### src/rtl/arb_pkg.sv
// Shared constants and state encoding for the four-channel round-robin grant path.
package arb_pkg;
  localparam int NUM_CH = 4;
  localparam int IDX_W  = 2;

  typedef enum logic [1:0] {
    IDLE  = 2'd0,
    GRANT = 2'd1,
    GAP   = 2'd2
  } arb_state_t;
endpackage

### src/rtl/rr_arb4_sel_pick4.sv
// Combinational rotate-and-priority picker: first set req bit scanning ptr, ptr+1, ... mod 4.
// Zero latency; idx is don't-care (reports ptr) when no request is present.
module rr_pick4
  import arb_pkg::*;
(
  input  logic [NUM_CH-1:0] req,
  input  logic [IDX_W-1:0]  ptr,
  output logic              any,
  output logic [IDX_W-1:0]  idx
);

  logic [IDX_W-1:0] cand;

  // Scan from the far end so the candidate closest to ptr overwrites the others.
  always_comb begin
    any  = |req;
    idx  = ptr;
    cand = '0;
    for (int k = NUM_CH - 1; k >= 0; k--) begin
      cand = ptr + IDX_W'(k);
      if (req[cand]) idx = cand;
    end
  end

endmodule

### src/rtl/rr_arb4_sel.sv
// Round-robin arbiter feeding a 2-to-4 enable decoder: 1-cycle grant latency, registered outputs,
// one forced dead cycle between grants, optional MAX_HOLD revocation; arb_en=0 only blocks new grants.
module rr_arb4_sel
  import arb_pkg::*;
#(
  parameter int MAX_HOLD = 16,
  parameter int HOLD_W   = 8
) (
  input  logic              clk,
  input  logic              rst,
  input  logic [NUM_CH-1:0] req,
  input  logic              done,
  input  logic              arb_en,
  output logic [IDX_W-1:0]  gnt_idx,
  output logic              gnt_valid,
  output logic              timeout
);

  localparam logic [HOLD_W-1:0] HOLD_MAX_C = HOLD_W'(MAX_HOLD);
  localparam logic [HOLD_W-1:0] HOLD_SAT_C = '1;

  arb_state_t        state_q, state_d;
  logic [IDX_W-1:0]  ptr_q, ptr_d;
  logic [IDX_W-1:0]  gnt_idx_q, gnt_idx_d;
  logic [HOLD_W-1:0] hold_q, hold_d;
  logic              gnt_valid_q, gnt_valid_d;
  logic              timeout_q, timeout_d;

  logic              pick_any;
  logic [IDX_W-1:0]  pick_idx;
  logic              rel_user, rel_hold, rel_any;

  rr_pick4 u_pick (
    .req (req),
    .ptr (ptr_q),
    .any (pick_any),
    .idx (pick_idx)
  );

  // A timeout pulse is reported only when the hold limit is the sole reason for release.
  assign rel_user = done | ~req[gnt_idx_q];
  assign rel_hold = (MAX_HOLD != 0) && (hold_q == HOLD_MAX_C);
  assign rel_any  = rel_user | rel_hold;

  always_ff @(posedge clk) begin
    if (rst) begin
      state_q     <= IDLE;
      ptr_q       <= '0;
      hold_q      <= '0;
      gnt_idx_q   <= '0;
      gnt_valid_q <= 1'b0;
      timeout_q   <= 1'b0;
    end else begin
      state_q     <= state_d;
      ptr_q       <= ptr_d;
      hold_q      <= hold_d;
      gnt_idx_q   <= gnt_idx_d;
      gnt_valid_q <= gnt_valid_d;
      timeout_q   <= timeout_d;
    end
  end

  always_comb begin
    state_d = state_q;
    case (state_q)
      IDLE:    if (arb_en && pick_any) state_d = GRANT;
      GRANT:   if (rel_any) state_d = GAP;
      GAP:     state_d = IDLE;
      default: state_d = IDLE;
    endcase
  end

  always_comb begin
    ptr_d       = ptr_q;
    gnt_idx_d   = gnt_idx_q;
    hold_d      = hold_q;
    gnt_valid_d = 1'b0;
    timeout_d   = 1'b0;
    case (state_q)
      IDLE: begin
        if (arb_en && pick_any) begin
          gnt_idx_d   = pick_idx;
          gnt_valid_d = 1'b1;
          hold_d      = HOLD_W'(1);
        end
      end
      GRANT: begin
        if (rel_any) begin
          ptr_d     = gnt_idx_q + IDX_W'(1);
          hold_d    = '0;
          timeout_d = rel_hold & ~rel_user;
        end else begin
          gnt_valid_d = 1'b1;
          if (hold_q != HOLD_SAT_C) hold_d = hold_q + HOLD_W'(1);
        end
      end
      default: ;
    endcase
  end

  assign gnt_idx   = gnt_idx_q;
  assign gnt_valid = gnt_valid_q;
  assign timeout   = timeout_q;

endmodule

### config.mk
export PLATFORM = sky130hd
export DESIGN_NAME = rr_arb4_sel
export DESIGN_NICKNAME = d
export VERILOG_FILES = /design/src/rtl/arb_pkg.sv /design/src/rtl/rr_arb4_sel_pick4.sv /design/src/rtl/rr_arb4_sel.sv
export SDC_FILE = /design/constraint.sdc
export NUM_CORES = 1
export LEC_CHECK = 0
export ABC_AREA = 0
export BUFFER_PORTS_ARGS = -buffer_cell sky130_fd_sc_hd__buf_2
export CORE_MARGIN = 8
export CORE_UTILIZATION = 55
export CTS_BUF_LIST = sky130_fd_sc_hd__clkbuf_16
export CTS_CLUSTER_SIZE = 25
export DETAILED_ROUTE_END_ITERATION = 8
export PLACE_DENSITY = 0.76
export SLEW_MARGIN = 20
export SYNTH_ARGS = -nofsm -noshare
export SYNTH_HDL_FRONTEND = slang
export SYNTH_SLANG_ARGS = --single-unit
### constraint.sdc
create_clock -name clk -period 2.2 [get_ports clk]
set_input_delay 0.33 -clock clk [delete_from_list [all_inputs] [get_ports clk]]
set_output_delay 0.33 -clock clk [all_outputs]
set_load 0.05 [all_outputs]
==> run_results.csv <==
group,metric,value,unit
clock_tree,clk_pin_slew_worst_paths,0.05,ns
synthesis,ys_async_sr_fraction,0,%
synthesis,avgSynthCellArea,8.64,um2
global_route,grt_pass1_wl,3260,um
setup_path,path_class,"flop to flop",
drt,wl_met1,1010,um
floorplanning,die_area,0.00329,mm2
synthesis,synth.area.mux_share,4.38,%
timing,fin_skew,0.00150,ns
final_layout,drive_gt1_share,22.3,%
clock_tree,cts_root_buffer,"clkbuf_16",
drt,drc_errors,0,
setup_path,reg2reg_slack,0.49,ns
drt,top_layer_used,"met3",
power_and_ir_drop,p_leak,0.376,nW
synthesis,synthesis.area,942,um2
setup_path,reg2reg_to,"ptr_q[0]$_SDFFE_PP0P_",
setup_path,setup.worst_path.end,"ptr_q[0]$_SDFFE_PP0P_",
timing,fmax,584,MHz
floorplanning,die_h,57.4,um
setup_path,arrival,1.84,ns
drt,vias,845,
global_route,grt_max_degree,15,
setup_path,worstSetupStartpoint,"hold_q[0]$_SDFFE_PP0P_",
clock_tree,cts_buffers,3,
final_layout,fin_util,64.5,%
global_route,grt_usage,12.0,%
setup_path,end_kind,"flop",
global_route,antenna_found_initial,0,
placed_design,place_ws,0.512,ns
clock_tree,clkLatencyLatePin,0.24,ns
floorplanning,coreArea,0.00167,mm2
clock_tree,postCtsSetupBuffers,0,
worst_hold_path,hold_path_class,"input pin to flop",
global_route,grt_pass1_vias,738,
timing,slew_headroom,66.4,%
placed_design,port_buffers,11,
timing,final-setup-viol-count,0,
drt,ant_nets,0,
drt,wire_per_inst,14.7,um
timing,rsz0062_at_grt,"false",
placed_design,hpwl,1460,um
synthesis,syn_inst,109,
final_layout,area_growth,14.3,%
timing,fin_crit,1.71,ns
drt,avgViaCountPerCell,6.12,
setup_path,path_max_fanout,5,
drt,wl_met3,80,um
final_layout,mostFrequentLayoutCells,"dfxtp_1 (16), nor2_1 (11), buf_2 (11)",
drt,dr.pass1.iters,4,
timing,fin_crit_sh,77.8,%
timing,hold_violations,0,
setup_path,rr_worst_depth,6,
synthesis,synthSimpleGateAreaFrac,29.6,%
synthesis,synth_compound_area_share,23.5,%
placed_design,dp_cells,134,
floorplanning,die_w,57.4,um
setup_path,startpoint_type,"flop",
synthesis,ys_ff_latch,16,
drt,routed_wirelength,2030,um
synthesis,synth_fp_nets,119,
clock_tree,htreeDepth,1,
clock_tree,cts_tree,"yes",
timing,tightest_slew,0.503,ns
synthesis,ys_seq_area_share,34.0,%
floorplanning,start_util,56.4,%
final_layout,layout_commonest_cell,"dfxtp_1",
drt,first_iter_violations,23,
timing,final.setup.worst_slack,0.489,ns
outcome,status,"complete, no violations",
synthesis,synth-edff-count,0,
drt,routed-wl-met2,942,um
clock_tree,postCtsHoldBufs,0,
clock_tree,cts_resized,0,
timing,tns,0,ns
floorplanning,boundaryPins,12,
clock_tree,cts_sinks,16,
setup_path,r2r_start,"hold_q[0]$_SDFFE_PP0P_",
global_route,overflow,0,
floorplanning,rows,15,
timing,drv_slew,0,
final_layout,antennaDiodeCount,0,
synthesis,synth_xor_area_share,0.930,%
setup_path,cp.required,2.33,ns
final_layout,num-fill-cells,145,
timing,timing.hold.ws,0.370,ns
synthesis,synth_top_family_by_area,"simple AND/OR/NAND/NOR gates",
clock_tree,cts.path.max_buffers,2,
final_layout,finalNetCount,132,
synthesis,synthFlopType,"dfxtp_1",
power_and_ir_drop,peakVddDrop,0.481,mV
power_and_ir_drop,powerDensity,740,mW/mm2
synthesis,yosysWarnings,0,
synthesis,synthAdderAreaFrac,2.66,%
synthesis,synth_cell_types,40,
final_layout,fin_cells,138,
run,max-cap-violations,0,
placed_design,place_congestion,0.829,
## flip-flops by register name, summed over array words and instances (netlist names)
register   count
gnt_valid      1
hold_q         8
state_q        2
timeout        1
gnt_idx        2
ptr_q          2
## synthesized netlist by cell type, types with 2 or more instances
cell       instances  area [um2]
or4_1              4        30.0
inv_1              7        26.3
or3_1              3        18.8
dfxtp_1           16         320
nand2b_1           3        18.8
nor3_1             2        10.0
o2111ai_1          2        17.5
o31ai_1            4        30.0
mux2i_1            3        30.0
nor2b_1            3        18.8
nor2_1            11        41.3
nand2_1            4        15.0
nand3_1            4        20.0
nand4_1            3        18.8
a21oi_1            9        45.0
o21ai_0            5        25.0
ha_1               2        25.0
or2_2              2        12.5
## cells by family after synthesis
| kind of cell | Yosys count |
|---|---|
| flops | 16 |
| xor+xnor | 1 |
| simple gates | 46 |
| mux | 4 |
| buf+inv | 10 |
| fa+ha+maj | 2 |
| compound gates | 30 |
## metal layers
metal / track usage (%) / vias up
met3: 3.14 / 0
met4: 2.50 / 0
li1: - / 434
met2: 19.5 / 13
met5: 0 / -
met1: 15.3 / 398
## worst max-delay path, cell delays in order, from the launching register on
cell and delay (ns):
dfxtp_1 0.34, inv_1 0.09, ha_1 0.13, nor4b_2 0.19
nand3_1 0.22, a21oi_2 0.27, mux2_2 0.36
## power breakdown
| group | leakage [nW] | internal (W) | switching [W] |
|---|---|---|---|
| registers | 0.130 | 0.000304 | 0.0000141 |
| clock network | 0.0385 | 0.000241 | 0.000114 |
| logic | 0.207 | 0.0000481 | 0.0000770 |
| total | 0.376 | 0.000593 | 0.000205 |
## worst min-delay path by stage
stage / startpoint / to / cells past startpoint
finish: rst / gnt_idx[0]$_SDFFE_PP0P_ / 2
global route: rst / gnt_idx[0]$_SDFFE_PP0P_ / 2
CTS: rst / gnt_idx[0]$_SDFFE_PP0P_ / 2
detailed placement: hold_q[6]$_SDFFE_PP0P_ / hold_q[6]$_SDFFE_PP0P_ / 2
global placement: hold_q[6]$_SDFFE_PP0P_ / hold_q[6]$_SDFFE_PP0P_ / 2
floorplan: hold_q[6]$_SDFFE_PP0P_ / hold_q[6]$_SDFFE_PP0P_ / 2
## through the flow
step	total power, W	cell area, um2
after floorplan	0.000417	942
after global placement	0.000443	998
after detailed placement	0.000446	998
after CTS	0.000803	1080
after global routing	0.000831	1080
final	0.000798	1080
## final cells by class
type / instances / area (um2) / share of cell area (%)
well taps: 17 / 21.3 / 1.97
flip-flops and latches: 16 / 320 / 29.7
clock inverters: 1 / 3.75 / 0.348
repair buffers: 11 / 55.1 / 5.11
clock buffers: 3 / 75.1 / 6.97
inverters: 7 / 26.3 / 2.44
multi-input cells: 83 / 576 / 53.4
No activity file was read; power rests on OpenSTA's default activity.
